## src/rtl/button_conditioner_if.sv

```systemverilog
// Bundles the raw button pins and the conditioned level/strobe outputs of button_conditioner.
interface button_conditioner_if #(
    parameter int WIDTH = 5
);
    logic [WIDTH-1:0] buttons_n;
    logic [WIDTH-1:0] pressed;
    logic [WIDTH-1:0] press_pulse;
    logic [WIDTH-1:0] release_pulse;
    logic [WIDTH-1:0] repeat_pulse;
    logic             any_pressed;

    modport master (
        output buttons_n,
        input  pressed, press_pulse, release_pulse, repeat_pulse, any_pressed
    );

    modport slave (
        input  buttons_n,
        output pressed, press_pulse, release_pulse, repeat_pulse, any_pressed
    );
endinterface

```

## src/rtl/button_conditioner.sv

```systemverilog
// Per-button synchroniser, debouncer and press/release/auto-repeat strobe generator.
module button_conditioner #(
    parameter int WIDTH           = 5,
    parameter int DEBOUNCE_CYCLES = 270000,
    parameter int REPEAT_DELAY    = 13500000,
    parameter int REPEAT_PERIOD   = 2700000
) (
    input  logic                 clk_27M,
    input  logic                 rst_n,
    button_conditioner_if.slave  bus
);
    localparam int CW = $clog2(DEBOUNCE_CYCLES + 1);

    typedef enum logic [1:0] {S_IDLE, S_DELAY, S_REPEAT} rstate_t;

    logic [WIDTH-1:0] r_meta;
    logic [WIDTH-1:0] r_sync;
    logic [WIDTH-1:0] r_sample;
    logic [WIDTH-1:0] r_pressed;
    logic [WIDTH-1:0] r_press_pulse;
    logic [WIDTH-1:0] r_release_pulse;
    logic [WIDTH-1:0] r_repeat_pulse;
    logic [WIDTH-1:0] w_toggle;
    logic [WIDTH-1:0] w_press_evt;
    logic [WIDTH-1:0] w_release_evt;
    logic [WIDTH-1:0] w_repeat_fire;

    // The inverted sample is registered, so pressed moves DEBOUNCE_CYCLES+2
    // edges after the first edge that sees the new pin level.
    always_ff @(posedge clk_27M or negedge rst_n) begin
        if (!rst_n) begin
            r_meta          <= '1;
            r_sync          <= '1;
            r_sample        <= '0;
            r_pressed       <= '0;
            r_press_pulse   <= '0;
            r_release_pulse <= '0;
            r_repeat_pulse  <= '0;
        end else begin
            r_meta          <= bus.buttons_n;
            r_sync          <= r_meta;
            r_sample        <= ~r_sync;
            r_pressed       <= r_pressed ^ w_toggle;
            r_press_pulse   <= w_press_evt;
            r_release_pulse <= w_release_evt;
            r_repeat_pulse  <= w_repeat_fire;
        end
    end

    assign w_press_evt   = w_toggle & r_sample;
    assign w_release_evt = w_toggle & ~r_sample;

    assign bus.pressed       = r_pressed;
    assign bus.press_pulse   = r_press_pulse;
    assign bus.release_pulse = r_release_pulse;
    assign bus.repeat_pulse  = r_repeat_pulse;
    assign bus.any_pressed   = |r_pressed;

    genvar gi;
    generate
        for (gi = 0; gi < WIDTH; gi++) begin : g_bit
            logic [CW-1:0] r_cnt;
            logic          w_diff;
            rstate_t       r_state;
            rstate_t       w_state_next;
            logic [31:0]   r_rcnt;
            logic [31:0]   w_rcnt_next;
            logic          w_fire;

            assign w_diff        = r_sample[gi] != r_pressed[gi];
            assign w_toggle[gi]  = w_diff && (r_cnt == CW'(DEBOUNCE_CYCLES - 1));
            assign w_repeat_fire[gi] = w_fire;

            // Any return to the stable level restarts the debounce window.
            always_ff @(posedge clk_27M or negedge rst_n) begin
                if (!rst_n) begin
                    r_cnt <= '0;
                end else if (!w_diff || w_toggle[gi]) begin
                    r_cnt <= '0;
                end else begin
                    r_cnt <= r_cnt + 1'b1;
                end
            end

            always_ff @(posedge clk_27M or negedge rst_n) begin
                if (!rst_n) begin
                    r_state <= S_IDLE;
                    r_rcnt  <= '0;
                end else begin
                    r_state <= w_state_next;
                    r_rcnt  <= w_rcnt_next;
                end
            end

            always_comb begin
                w_state_next = r_state;
                w_rcnt_next  = r_rcnt;
                case (r_state)
                    S_IDLE: begin
                        if (w_press_evt[gi] && (REPEAT_DELAY != 0)) begin
                            w_state_next = S_DELAY;
                            w_rcnt_next  = '0;
                        end
                    end
                    S_DELAY: begin
                        if (w_release_evt[gi]) begin
                            w_state_next = S_IDLE;
                            w_rcnt_next  = '0;
                        end else if (r_rcnt == 32'(REPEAT_DELAY - 1)) begin
                            w_state_next = S_REPEAT;
                            w_rcnt_next  = '0;
                        end else begin
                            w_rcnt_next  = r_rcnt + 32'd1;
                        end
                    end
                    S_REPEAT: begin
                        if (w_release_evt[gi]) begin
                            w_state_next = S_IDLE;
                            w_rcnt_next  = '0;
                        end else if (r_rcnt == 32'(REPEAT_PERIOD - 1)) begin
                            w_rcnt_next  = '0;
                        end else begin
                            w_rcnt_next  = r_rcnt + 32'd1;
                        end
                    end
                    default: begin
                        w_state_next = S_IDLE;
                        w_rcnt_next  = '0;
                    end
                endcase
            end

            // A release on the same edge wins, so no strobe escapes after letting go.
            always_comb begin
                w_fire = 1'b0;
                case (r_state)
                    S_DELAY:  w_fire = !w_release_evt[gi] && (r_rcnt == 32'(REPEAT_DELAY - 1));
                    S_REPEAT: w_fire = !w_release_evt[gi] && (r_rcnt == 32'(REPEAT_PERIOD - 1));
                    default:  w_fire = 1'b0;
                endcase
            end
        end
    endgenerate
endmodule

```

## src/flat_wrapper.sv

```systemverilog
// flat-port wrapper written by rule: the top's interface ports become plain ports
module button_conditioner_flat 
#(
    parameter int WIDTH           = 5,
    parameter int DEBOUNCE_CYCLES = 270000,
    parameter int REPEAT_DELAY    = 13500000,
    parameter int REPEAT_PERIOD   = 2700000
)
  (clk_27M, rst_n, bus_buttons_n, bus_pressed, bus_press_pulse, bus_release_pulse, bus_repeat_pulse, bus_any_pressed);
  button_conditioner_if #(.WIDTH(WIDTH)) bus_i ();
  input  logic clk_27M;
  input  logic rst_n;
  input wire logic [$bits(bus_i.buttons_n)-1:0] bus_buttons_n;
  output wire logic [$bits(bus_i.pressed)-1:0] bus_pressed;
  output wire logic [$bits(bus_i.press_pulse)-1:0] bus_press_pulse;
  output wire logic [$bits(bus_i.release_pulse)-1:0] bus_release_pulse;
  output wire logic [$bits(bus_i.repeat_pulse)-1:0] bus_repeat_pulse;
  output wire logic [$bits(bus_i.any_pressed)-1:0] bus_any_pressed;
  assign bus_i.buttons_n = bus_buttons_n;
  assign bus_pressed = bus_i.pressed;
  assign bus_press_pulse = bus_i.press_pulse;
  assign bus_release_pulse = bus_i.release_pulse;
  assign bus_repeat_pulse = bus_i.repeat_pulse;
  assign bus_any_pressed = bus_i.any_pressed;
  button_conditioner #(.WIDTH(WIDTH), .DEBOUNCE_CYCLES(DEBOUNCE_CYCLES), .REPEAT_DELAY(REPEAT_DELAY), .REPEAT_PERIOD(REPEAT_PERIOD)) u_core (.clk_27M(clk_27M), .rst_n(rst_n), .bus(bus_i));
endmodule
```

## config.mk

```make
export PLATFORM = sky130hd
export DESIGN_NAME = button_conditioner_flat
export DESIGN_NICKNAME = d
export VERILOG_FILES = /design/src/rtl/button_conditioner_if.sv /design/src/rtl/button_conditioner.sv /design/src/flat_wrapper.sv
export SDC_FILE = /design/constraint.sdc
export NUM_CORES = 1
export LEC_CHECK = 0
export BUFFER_PORTS_ARGS = -buffer_cell sky130_fd_sc_hd__buf_2
export CAP_MARGIN = 20
export CORE_AREA = 2 2 165 167
export CTS_BUF_LIST = sky130_fd_sc_hd__clkbuf_8
export DETAILED_ROUTE_END_ITERATION = 8
export DIE_AREA = 0 0 167 169
export GPL_TIMING_DRIVEN = 0
export MAX_ROUTING_LAYER = met4
export PLACE_DENSITY = 0.86
export RECOVER_POWER = 100
export SLEW_MARGIN = 10
export SYNTH_ARGS = -nofsm -noshare
export SYNTH_HDL_FRONTEND = slang
export SYNTH_SLANG_ARGS = --single-unit
```

## constraint.sdc

```tcl
create_clock -name clk_27M -period 6.9 [get_ports clk_27M]
set_clock_uncertainty 0.2 [all_clocks]
set_input_delay 0.69 -clock clk_27M [delete_from_list [all_inputs] [get_ports clk_27M]]
set_output_delay 0.69 -clock clk_27M [all_outputs]
set_load 0.005 [all_outputs]
```

# Word level (Yosys, flattened, before mapping)
# Index checks and enable logic that the tools add are counted.
[word_totals]
wordCells = 188
output_inout_bits = 21
inputBits = 7
reg_bits = 300
[op_classes]
n_addsub = 10
reduce_logical = 41
eq_ne = 45
mux = 65
n_bitwise = 5
[ops]
columns = ["operator", "n"]
rows = [
  ["2-to-1 mux 32 bit", 25],
  ["one-hot mux 32 bit (3 select lines)", 5],
  ["adder 32 x 1 -> 32 bit, second input constant", 5],
  ["equality test 32 x 22 -> 1 bit, second input constant", 5],
  ["equality test 32 x 24 -> 1 bit, second input constant", 5],
  ["adder 19 x 1 -> 19 bit, second input constant", 5],
  ["equality test 19 bit, second input constant", 5],
  ["2-to-1 mux 19 bit", 5],
  ["2-to-1 mux 2 bit", 20],
  ["one-hot mux 2 bit (3 select lines)", 5],
  ["inequality test 2 x 1 -> 1 bit, second input constant", 10],
  ["logical AND 1 bit", 15],
  ["inequality test 3 x 1 -> 1 bit, second input constant", 5],
  ["AND reduction 3 bit", 5],
  ["bitwise AND 5 bit", 2],
  ["equality test 2 x 1 -> 1 bit, second input constant", 5],
  ["equality test 2 bit, second input constant", 5],
  ["zero test 1 bit", 10],
  ["zero test 2 bit", 5],
  ["inverter 5 bit", 2],
  ["one-hot mux 1 bit (2 select lines)", 5],
  ["logical OR 1 bit", 5],
  ["inequality test 1 bit", 5],
  ["OR reduction 5 bit", 1],
  ["XOR 5 bit", 1],
]

# Logic depth before layout (Yosys ltp)
# Gate-level depths: netlist of the first run.
[depth]
depth_word = 6
depth_mapped = 10
depth_no_buf = 8

# Worst setup path after synthesis of the first run
# No wires, ideal clock.
[synth_path]
path_type = "register -> register"
from = "register u_core.g_bit[2].r_cnt[0]"
to = "register u_core.g_bit[2].r_rcnt[29]"
path_stages_with_launch = 11
arrival_time_ns = 2.215
setup_ns = 0.126
path_buffers = 3
required_time_ns = 6.574
synth_period_minus_slack_ns = 2.541
setup_slack_ns = 4.359
cell_sequence = "dfrtp_1 > ha_1 > and3_1 > buf_2 > nand2_1 > or4_1 > clkbuf_1 > o211ai_1 > nor2_1 > buf_2 > a221o_1"
[synth_via]
elab_chain_len = 5
elab_cells_between_ends = 8
classes_between = "eq/ne: 2; mux: 3; bitwise: 2; reduce/logical: 1"
[synth_rtl]
columns = ["item", "line", "rtl"]
rows = [
  ["start, declared", "button_conditioner.sv:62", "logic [CW-1:0] r_cnt;"],
  ["start signal, assigned", "button_conditioner.sv:81", "r_cnt <= r_cnt + 1'b1;"],
  ["equality test 19 bit *", "button_conditioner.sv:71", "assign w_toggle[gi] = w_diff && (r_cnt == CW'(DEBOUNCE_CYCLES - 1));"],
  ["logical AND 1 bit *", "button_conditioner.sv:71", ""],
  ["bitwise AND 5 bit", "button_conditioner.sv:51", "assign w_release_evt = w_toggle & ~r_sample;"],
  ["2-to-1 mux 32 bit, on equally long branches", "button_conditioner.sv:117, button_conditioner.sv:106", ""],
  ["one-hot mux 32 bit (3 select lines)", "button_conditioner.sv:98", "case (r_state)"],
  ["end signal, assigned", "button_conditioner.sv:91", "r_rcnt <= w_rcnt_next;"],
  ["end, declared", "button_conditioner.sv:66", "logic [31:0] r_rcnt;"],
]
# Every way passes the cells marked *; elsewhere a longest branch is shown, timed or not.
# A chain may end at the register's enable or synchronous reset.

==> impl_metrics.py, run 1 <==
metrics = {
    "synth": {
        "synthArstFlopShare_pct": 100.0,
        "synth_seq_cells": 300,
        "synth_edf_count": 0,
        "ys.flop_type": "dfrtp_1",
        "synth_cell_types": 79,
        "syn_avg_cell_area_um2": 9.227,
        "yosysWarnings": 0,
        "synth_cells": 1770,
        "synthesis.nets": 1804,
        "mappedNetlistArea_um2": 16330,
        "yosysSeqAreaShare_pct": 46.04,
    },
    "drt": {
        "wl_met2_um": 18730,
        "wl_per_cell_um": 17.13,
        "via_per_inst": 6.311,
        "drc": 0,
        "drt_iter0_drc": 1431,
        "first_pass_iters": 6,
        "met3WireLength_um": 2348,
        "met1Wirelength_um": 16440,
        "ant_nets": 0,
        "postRouteWirelength_um": 38400,
        "highest_layer": "met4",
        "vias": 14140,
    },
    "clock_tree": {
        "clockBufferDepth": 3,
        "cts_buffers": 52,
        "ctsResizeCount": 0,
        "clock-sinks": 300,
        "h-tree-depth": 2,
        "path_clk_slew_ns": 0.06,
        "postCtsSetupBuffers": 0,
        "clock-root-buffer": "clkbuf_8",
        "cts_tree": "yes",
        "clk_latency_ns": 0.58,
    },
    "outcome": {
        "failed_checks": "capacitance limit, slew limit",
        "status": "finished with violations",
    },
    "finish": {
        "syn_to_final_growth_pct": 9.929,
        "stdcell_count": 2241,
        "nets": 1892,
        "antenna_cells": 0,
        "final_area_um2": 17950,
        "fillers": 2059,
        "drive_above_1_share_pct": 7.737,
    },
    "timing": {
        "period_share_pct": 58.70,
        "whs_ns": 0.04627,
        "fmax_mhz": 246.9,
        "finalHoldViolations": 0,
        "tightest_slew_ns": 2.714,
        "relSlewSlack_pct": -80.90,
        "slew_violations": 111,
        "tns_ns": 0,
        "setup_viol_count_final": 0,
        "rsz0062_at_grt": "false",
        "min_period_ns": 4.051,
    },
    "worst_hold_path": {
        "min_from": "bus_buttons_n[1]",
        "min_to": "u_core.r_meta[1]",
        "hp-class": "input pin to flip-flop",
        "min_path_cells": 1,
    },
    "global_routing": {
        "grt_pass1_vias": 13980,
        "globalRouteOverflowTotal": 0,
        "antenna_found_initial": 0,
        "grt_util_all_layers_pct": 27.80,
        "grt_first_pass_wirelength_um": 64940,
        "grt_max_degree": 112,
    },
    "worst_setup_path": {
        "critPathTopFamily": "buffers and inverters",
        "endpoint_kind": "asynchronous set/reset pin",
        "criticalPathCategory": "input pin to asynchronous set/reset pin",
        "worst-endpoint-arrival_ns": 3.93,
        "critPathMaxStageDelay_ns": 2.03,
        "rr_worst_depth": 8,
        "crit_slowest_cell": "clkbuf_2",
        "start_kind": "input pin",
        "cp.buffers_inverters": 3,
        "critPathRequiredTime_ns": 6.78,
        "crit_chain": "dlygate4sd3_1 -> buf_8 -> clkbuf_2",
        "r2r-end": "u_core.g_bit[4].r_rcnt[10]",
        "ff2ff_setup_slack_ns": 3.02,
        "worstPathMaxFanout": 111,
        "r2r-start": "u_core.g_bit[4].r_cnt[0]",
    },
    "place": {
        "placedInstanceArea_um2": 16960,
        "gp_congestion": 0.9211,
        "place_inst": 2140,
        "place_hpwl_um": 25810,
        "io_buffer_count": 27,
    },
    "floorplan": {
        "die_x_um": 167,
        "die_area_um2": 28220,
        "core_um2": 26500,
        "num_io_pins": 28,
        "placementRows": 60,
        "start_util_pct": 61.63,
        "chipHeight_um": 169,
    },
    "power_and_ir_drop": {
        "power.density_nw_per_um2": 194.7,
        "power.switching_mw": 0.7893,
        "power.leakage_nw": 7.710,
        "clkPwrFrac_pct": 47.1,
        "power_frac_comb_pct": 1.8,
        "intPower_mw": 2.706,
        "switching_share_pct": 22.58,
        "max-vdd-ir-drop_v": 0.0001653,
        "seq_power_share_pct": 51.0,
    },
    "run": {
        "drv_cap": 1,
    },
}
[timing repair]
item	CTS	global route
hold buffers	5	0
setup endpoints to repair	0	0
hold endpoints to repair	87	0
[layer usage]
layer	vias up	track usage (%)
li1	6649	-
met1	6894	35.51
met2	508	45.68
met3	92	4.115
met4	0	9.745
met5	-	-
[stage by stage]
step / util (%) / power (mW) / worst slack [ns]
finish: 67.75 / 3.495 / 2.849
global route: 67.75 / 3.621 / 2.158
CTS: 68.27 / 3.532 / 3.634
detailed placement: 63.99 / 1.881 / 3.629
global placement: 63.75 / 1.873 / -0.6054
floorplan: - / 1.831 / 4.359
[worst register-to-register path, cell delays in order, from the launching register on]
cell and delay, ns:
dfrtp_1 0.38, ha_1 0.20, and3_1 0.26, nand2_1 0.18, or3_1 0.41, clkbuf_1 0.16
o21ai_0 1.07, nand2_1 0.42, o311ai_0 0.48
[final cells by class]
cell class / count / area [um2] / area share [%]
inverters: 60 / 225.2 / 1.254
multi-input cells: 1348 / 8235 / 45.87
clock inverters: 28 / 146.4 / 0.8154
repair buffers: 34 / 212.7 / 1.185
flip-flops and latches: 300 / 7520 / 41.88
clock buffers: 68 / 935.9 / 5.213
well taps: 341 / 426.7 / 2.376
plain buffers: 62 / 251.5 / 1.401
[cells by family after synthesis]
logic type	after synthesis	synth area share [%]
flip-flops	300	46.04
adder cells (fa/ha/maj)	27	2.068
buffers and inverters	122	3.172
XOR/XNOR	85	4.558
multiplexers	14	0.9270
AO/OA/AOI/OAI	331	15.21
AND/OR/NAND/NOR	891	28.02
[cell usage after synthesis (10+ instances only)]
cell type  count  area share, %
and4_1        24            1.3
nand2b_1      14           0.54
inv_1         60            1.4
o211ai_1      11           0.51
clkbuf_1      35           0.80
dfstp_2       10            1.6
or3_1         38            1.5
and3_1        50            1.9
buf_2         18           0.55
xor2_1        57            3.1
dfrtp_1      290             44
nand4_1       62            2.4
nor2_1       231            5.3
o31ai_1       12           0.55
a22o_1        76            4.1
or4_1         16           0.74
nor4_1        23           0.88
o21ai_1       35            1.1
nand2_1      181            4.2
a21oi_1       34            1.0
nor3_1        59            1.8
nand3_1      119            3.6
xnor2_1       28            1.5
o21ai_0       45            1.4
nor2b_1       13           0.50
a21o_1        34            1.6
ha_1          27            2.1
a221o_1       21            1.3
[cells in the final DEF, fill, tap and decap left out, types with 20 or more instances in the layout]
cell,synthesis,layout
a21o_1,34,34
nor4_1,23,24
inv_1,60,79
o21ai_0,45,73
nor2_1,231,232
a21oi_1,34,36
a22o_1,76,76
or3_1,38,38
and3_1,50,50
xnor2_1,28,28
nand4_1,62,62
nand2_1,181,181
buf_2,18,20
dfrtp_1,290,290
nor3_1,59,60
xor2_1,57,57
nand3_1,119,119
and4_1,24,24
clkbuf_8,0,68
a221o_1,21,21
ha_1,27,27
clkbuf_1,35,64
[sequential cells by signal (all words and copies together) (netlist names), named ones only]
| signal | flops |
|---|---|
| u_core.bus.press_pulse | 5 |
| u_core.bus.release_pulse | 5 |
| u_core.bus.repeat_pulse | 5 |
| u_core.g_bit.r_cnt | 95 |
| u_core.g_bit.r_rcnt | 160 |
| u_core.g_bit.r_state | 10 |
| u_core.r_meta | 5 |
| u_core.r_sample | 5 |
| u_core.r_sync | 5 |
[worst max-delay path by stage]
stage	from	to	cells after the start
after floorplan	u_core.g_bit[2].r_cnt[0]	u_core.g_bit[2].r_rcnt[29]	10
after global placement	rst_n	u_core.g_bit[0].r_rcnt[19]	1
after detailed placement	u_core.g_bit[4].r_cnt[0]	u_core.g_bit[4].r_rcnt[10]	8
after CTS	u_core.g_bit[4].r_cnt[0]	u_core.g_bit[4].r_rcnt[10]	8
after global routing	rst_n	u_core.g_bit[0].r_rcnt[21]	3
final	rst_n	u_core.g_bit[0].r_rcnt[21]	3
[power groups by stage]
stage | Sequential (mW) | Clock, mW | Combinational [mW]
after floorplan | 1.81 | 0 | 0.0188
after global placement | 1.81 | 0 | 0.0602
after detailed placement | 1.81 | 0 | 0.0667
after CTS | 1.78 | 1.68 | 0.0690
after global routing | 1.78 | 1.76 | 0.0757
final | 1.78 | 1.65 | 0.0643
Note: power is estimated with default switching activity, not from simulation.
==> inputs of run 2 (changes only) <==
Settings changed: ABC_AREA set to 1, CORE_AREA 2 2 165 167 to 2 2 176 178, DIE_AREA 0 0 167 169 to 0 0 178 180.
Clock period 6.9 ns to 3.3 ns, I/O delays scaled along.
==> run 2 against run 1 <==
The flow still finishes with violations (capacitance limit, slew limit); count of clock-buffer cells in the layout shrank 2; area after synthesis grew 9.8%; first-iteration DRC count shrank 5.2%; die area up 14%.
==> impl_metrics.py, run 2 <==
metrics = {
    "finish": {
        "layout_commonest_cell": "nand2_1",
        "fillers": 2605,
        "reg_top3": "u_core.g_bit.r_rcnt (160), u_core.g_bit.r_cnt (95), u_core.g_bit.r_state (10)",
        "largest_reg_flops": 160,
        "antenna_cells": 0,
        "drive_above_1_share_pct": 6.838,
        "syn_to_final_growth_pct": 10.06,
        "nets": 2594,
        "regMostFlops": "u_core.g_bit.r_rcnt",
        "layout_common_cells": "581 x nand2_1, 497 x nor2_1, 321 x inv_1",
        "regArea_um2": 7520,
        "multiInputGateArea_um2": 8822,
        "stdcell_count": 2999,
    },
    "clock_tree": {
        "h-tree-depth": 2,
        "clock-sinks": 300,
        "cts_buffers": 51,
        "clk_latency_ns": 0.59,
        "cts_tree": "yes",
        "clock-root-buffer": "clkbuf_8",
        "hold_buffers": 6,
        "postCtsSetupBuffers": 0,
        "clockBufferDepth": 3,
        "path_clk_slew_ns": 0.06,
        "ctsResizeCount": 0,
    },
    "worst_setup_path": {
        "endpoint_kind": "flip-flop",
        "start_kind": "flip-flop",
        "critPathMaxStageDelay_ns": 0.42,
        "worstPathMaxFanout": 10,
        "critPathTopFamily": "simple AND/OR/NAND/NOR gates",
        "crit_slowest_cell": "dfrtp_1",
        "cp.buffers_inverters": 3,
        "r2r-end": "u_core.g_bit[3].r_rcnt[14]",
        "r2r-start": "u_core.g_bit[3].r_cnt[0]",
        "criticalPathCategory": "flip-flop to flip-flop",
        "worst-endpoint-arrival_ns": 3.02,
        "crit_chain": "ha_1 -> nand3_2 -> inv_1 -> nand3_2 -> nor2_1 -> nand2_2 -> nand2_4 -> inv_4 -> a21oi_4 -> buf_6 -> nor2_1",
        "ff2ff_setup_slack_ns": 0.56,
        "critPathRequiredTime_ns": 3.58,
        "rr_worst_depth": 11,
    },
    "timing": {
        "whs_ns": 0.1484,
        "min_period_ns": 2.739,
        "fin_ws_ns": 0.5607,
        "tightest_slew_ns": 1.546,
        "fmax_mhz": 365.1,
        "finalHoldViolations": 0,
        "setup_viol_count_final": 0,
        "rsz0062_at_grt": "false",
        "slew_violations": 109,
        "tns_ns": 0,
        "period_share_pct": 83.01,
        "relSlewSlack_pct": -3.070,
    },
    "synth": {
        "syn_avg_cell_area_um2": 7.255,
        "ys.flop_type": "dfrtp_1",
        "yosysSeqAreaShare_pct": 41.95,
        "mappedNetlistArea_um2": 17930,
        "yosysTopAreaCell": "dfrtp_1",
        "synth_top_cells_by_count": "571 x nand2_1, 488 x nor2_1, 306 x inv_1",
        "synth_edf_count": 0,
        "synth_cell_types": 50,
        "synth_cells": 2471,
        "synth_seq_cells": 300,
        "synthesis.nets": 2505,
        "yosysMostFrequentCell": "nand2_1",
        "synthArstFlopShare_pct": 100.0,
        "synthTopCellsByArea": "dfrtp_1 40%, nand2_1 12%, nor2_1 10%",
        "synth_top_cell_area_share_pct": 40.48,
        "yosysWarnings": 0,
    },
    "floorplan": {
        "die_x_um": 178,
        "start_util_pct": 59.38,
        "die_area_um2": 32040,
        "num_io_pins": 28,
        "placementRows": 64,
        "core_um2": 30190,
        "chipHeight_um": 180,
    },
    "place": {
        "place_hpwl_um": 31370,
        "io_buffer_count": 27,
        "place_inst": 2897,
        "place_ws_ns": 0.8117,
        "gp_congestion": 0.9757,
    },
    "global_routing": {
        "grt.busiest_layer": "met2",
        "grt_max_degree": 116,
        "grt_first_pass_wirelength_um": 73660,
        "antenna_found_initial": 0,
        "globalRouteOverflowTotal": 0,
        "grt_pass1_vias": 15930,
        "use_met2_pct": 45.10,
        "grt_util_all_layers_pct": 28.36,
        "use_met3_pct": 4.167,
        "grtUsageMet1_pct": 36.82,
    },
    "worst_hold_path": {
        "min_from": "u_core.r_meta[2]",
        "min_path_cells": 0,
        "min_to": "u_core.r_sync[2]",
        "hp-class": "flip-flop to flip-flop",
    },
    "power_and_ir_drop": {
        "power.leakage_nw": 8.986,
        "max-vdd-ir-drop_v": 0.0002985,
        "power.density_nw_per_um2": 387.7,
        "power_mw": 7.650,
    },
    "drt": {
        "first_pass_iters": 5,
        "wl_per_cell_um": 14.53,
        "postRouteWirelength_um": 43580,
        "via_per_inst": 5.541,
        "drt_iter0_drc": 1356,
        "vias": 16620,
        "ant_nets": 0,
        "drc": 0,
    },
    "outcome": {
        "failed_checks": "capacitance limit, slew limit",
        "status": "finished with violations",
    },
    "run": {
        "drv_cap": 1,
    },
}
[run 2: cell count changes in the layout (fill, tap and decap cells not counted), sizes merged, moves of 53 or more]
cell	before	now
nand2	181	588
nor2	232	506
inv	79	332
a22o	76	0
nand3	119	173
nand4	63	116
[run 2: final cells by class]
cell class / instances / share of cell area [%]
plain buffers: 37 / 1.401
clock buffers: 66 / 4.604
clock inverters: 30 / 1.351
inverters: 318 / 6.062
multi-input cells: 1816 / 44.71
flip-flops and latches: 300 / 38.11
well taps: 396 / 2.511
repair buffers: 36 / 1.249
[run 2: cells by family after synthesis]
kind of cell	count (synthesis)	synth area share, %
adder cells (fa/ha/maj)	27	1.884
flip-flops	300	41.95
AND/OR/NAND/NOR	1517	37.14
AO/OA/AOI/OAI	161	5.325
multiplexers	1	0.06281
XOR/XNOR	110	5.374
buffers and inverters	355	8.270
[run 2: metal layers]
metal | vias up | part of all wire (%)
li1 | 8113 | -
met1 | 7816 | 44
met2 | 569 | 48
met3 | 119 | 5.7
met4 | 0 | 3.0
met5 | - | 0
[run 2: through the flow]
step,area [um2],utilization [%]
after floorplan,17930,-
after global placement,18560,61.47
after detailed placement,18650,61.78
after CTS,19890,65.87
after global routing,19730,65.36
final,19730,65.36
[run 2: worst max path at each step]
stage	start	endpoint	slack, ns	cells after the start
2_1_floorplan	u_core.g_bit[3].r_cnt[0]	u_core.g_bit[3].r_rcnt[9]	1.24	11
3_3_place_gp	rst_n	u_core.g_bit[2].r_rcnt[13]	-3.84	1
3_5_place_dp	u_core.g_bit[3].r_cnt[0]	u_core.g_bit[3].r_rcnt[14]	0.81	11
4_1_cts	u_core.g_bit[3].r_cnt[0]	u_core.g_bit[3].r_rcnt[14]	0.80	11
5_1_grt	u_core.g_bit[1].r_cnt[0]	u_core.g_bit[1].r_rcnt[22]	0.35	11
6_report	u_core.g_bit[3].r_cnt[0]	u_core.g_bit[3].r_rcnt[14]	0.56	11
[run 2: report_power, final]
group	internal (mW)	switching (mW)
clock network	2.19	1.58
logic	0.0339	0.113
registers	3.71	0.0174
total	5.94	1.71
==> inputs of run 3 (changes only) <==
Clock period 3.3 ns to 2.3 ns, I/O delays scaled along.
==> run 3 against run 2 <==
The flow now finishes without violations; final cell count grew 1.8%; core utilization grew 3.2 points; power grew 44%; final area grew 4.9%; count of clock-buffer cells in the layout is the same; setup slack lost 0.52 ns; flip-flop and latch count is the same; clock power grew 44%; global-route usage grew 0.29 points; critical path type unchanged; highest routed layer unchanged.
==> impl_metrics.py, run 3 (synthesis gave the netlist of run 2 again) <==
metrics = {
    "outcome": {
        "status": "finished, final reports clean",
    },
    "worst_hold_path": {
        "hp-class": "input pin to flip-flop",
        "min_path_cells": 2,
        "min_to": "u_core.r_meta[3]",
        "min_from": "bus_buttons_n[3]",
    },
    "floorplan": {
        "num_io_pins": 28,
        "die_area_um2": 32040,
        "chipHeight_um": 180,
        "start_util_pct": 59.38,
        "core_um2": 30190,
        "die_x_um": 178,
        "placementRows": 64,
    },
    "worst_setup_path": {
        "crit_chain": "ha_4 -> nand2_2 -> nor2_4 -> nand4_1 -> nor2_4 -> nand2_4 -> nand2_8 -> inv_8 -> a21oi_4 -> buf_12 -> clkbuf_16 -> nor2_1",
        "r2r-start": "u_core.g_bit[2].r_cnt[1]",
        "rr_worst_depth": 12,
        "critPathRequiredTime_ns": 2.57,
        "worstPathMaxFanout": 9,
        "ff2ff_setup_slack_ns": 0.04,
        "worst-endpoint-arrival_ns": 2.53,
        "critPathMaxStageDelay_ns": 0.41,
        "start_kind": "flip-flop",
        "criticalPathCategory": "flip-flop to flip-flop",
        "crit_slowest_cell": "dfrtp_1",
        "endpoint_kind": "flip-flop",
        "r2r-end": "u_core.g_bit[2].r_rcnt[4]",
        "crit_top_cell": "nor2_4",
    },
    "power_and_ir_drop": {
        "clkPwrFrac_pct": 49.3,
        "power.density_nw_per_um2": 532.2,
        "seq_power_share_pct": 48.6,
        "max-vdd-ir-drop_v": 0.0004291,
        "power_frac_comb_pct": 2.1,
        "intPower_mw": 8.529,
        "power.switching_mw": 2.491,
        "switching_share_pct": 22.61,
        "power.leakage_nw": 9.410,
        "power_mw": 11.02,
    },
    "global_routing": {
        "globalRouteOverflowTotal": 0,
        "grt_first_pass_wirelength_um": 74420,
        "antenna_found_initial": 0,
        "grt_max_degree": 116,
        "grt_util_all_layers_pct": 28.65,
        "grt_pass1_vias": 16080,
    },
    "drt": {
        "drc": 0,
        "ant_nets": 0,
        "first_pass_iters": 6,
        "drt_iter0_drc": 1349,
        "postRouteWirelength_um": 45710,
        "via_per_inst": 5.599,
        "wl_per_cell_um": 14.97,
        "vias": 17100,
    },
    "place": {
        "place_hpwl_um": 31370,
        "gp_congestion": 0.9757,
        "io_buffer_count": 27,
        "place_ws_ns": -0.1883,
    },
    "clock_tree": {
        "clk_latency_ns": 0.60,
        "clock-root-buffer": "clkbuf_8",
        "clockBufferDepth": 3,
        "cts_tree": "yes",
        "cts_buffers": 51,
        "clock-sinks": 300,
        "path_clk_slew_ns": 0.06,
        "h-tree-depth": 2,
    },
    "finish": {
        "nets": 2649,
        "regMostFlops": "u_core.g_bit.r_rcnt",
        "largest_reg_flops": 160,
        "drive_above_1_share_pct": 12.34,
        "layout_common_cells": "564 x nand2_1, 471 x nor2_1, 317 x inv_1",
        "antenna_cells": 0,
        "reg_top3": "u_core.g_bit.r_rcnt (160), u_core.g_bit.r_cnt (95), u_core.g_bit.r_state (10)",
        "layout_commonest_cell": "nand2_1",
        "syn_to_final_growth_pct": 15.50,
    },
    "run": {
        "drv_cap": 0,
    },
    "timing": {
        "min_period_ns": 2.258,
        "finalHoldViolations": 0,
        "fmax_mhz": 443.0,
        "setup_viol_count_final": 0,
        "relSlewSlack_pct": 31.52,
        "tightest_slew_ns": 1.027,
        "tns_ns": 0,
        "period_share_pct": 98.15,
        "rsz0062_at_grt": "true",
        "slew_violations": 0,
        "fin_ws_ns": 0.04247,
    },
}
-- run 3: cell types whose count changed in the layout (fill, tap and decap cells not counted), sizes merged --
cell / change
clkbuf: -7
buf: +63
clkdlybuf4s25: -1
-- run 3: power groups by stage --
stage               Sequential [mW]  Combinational (mW)  Clock (mW)
finish                         5.35               0.233        5.44
global route                   5.35               0.270        5.76
CTS                            5.34               0.235        5.54
detailed placement             5.44               0.220           0
global placement               5.44               0.193           0
floorplan                      5.43              0.0689           0
-- run 3: layout make-up --
type                            count  area, um2
Buffer                             37      325.3
Fill cell                        2401       9483
Timing Repair Buffer               91      710.7
Inverter                          318       1209
Clock buffer                       66      908.4
Tap cell                          396      495.5
Multi-Input combinational cell   1816       9269
Sequential cell                   300       7522
Clock inverter                     30      266.5
-- run 3: worst max path at each step --
stage | startpoint | endpoint | slack [ns]
6_report | u_core.g_bit[2].r_cnt[1] | u_core.g_bit[2].r_rcnt[4] | 0.04
5_1_grt | u_core.g_bit[2].r_cnt[0] | u_core.g_bit[2].r_rcnt[27] | -0.08
4_1_cts | u_core.g_bit[0].r_cnt[1] | u_core.g_bit[0].r_rcnt[9] | 0.00006
3_5_place_dp | u_core.g_bit[3].r_cnt[0] | u_core.g_bit[3].r_rcnt[14] | -0.19
3_3_place_gp | rst_n | u_core.g_bit[2].r_rcnt[13] | -4.74
2_1_floorplan | u_core.g_bit[3].r_cnt[0] | u_core.g_bit[3].r_rcnt[9] | 0.24
-- run 3: what timing repair did --
item                       in CTS  in global routing
setup endpoints to repair     107                209
cloned                          2                  5
setup buffers                  15                 33
hold buffers                    6                  0
gates resized for setup        17                100
pin swaps                       6                 26
hold endpoints to repair      174                  0
-- run 3: worst max-delay path, delay by kind of cell (launching register included) --
kind                     cells  cell delay, ns
AND/OR/NAND/NOR              7            0.90
flip-flops                   1            0.41
adder cells (fa/ha/maj)      1            0.17
buffers and inverters        3            0.34
AO/OA/AOI/OAI                1            0.13
-- run 3: per-stage QoR --
stage / std cells / area [um2] / hold slack, ns / util (%)
after detailed placement: 2897 / 18650 / 0.1192 / 61.78
after CTS: 3016 / 20080 / 0.04291 / 66.51
final: 3054 / 20710 / 0.07570 / 68.59
after global placement: 2894 / 18560 / 0.1343 / 61.47
after floorplan: 2471 / 17930 / -0.2656 / -
after global routing: 3054 / 20710 / 0.06779 / 68.59
-- run 3: metal layers --
layer / vias up / wire length (um) / global-route usage, %
li1: 8223 / - / -
met1: 8050 / 19260 / 37.18
met2: 676 / 21940 / 45.74
met3: 150 / 2922 / 4.040
met4: 0 / 1590 / 10.49
met5: - / 0 / -
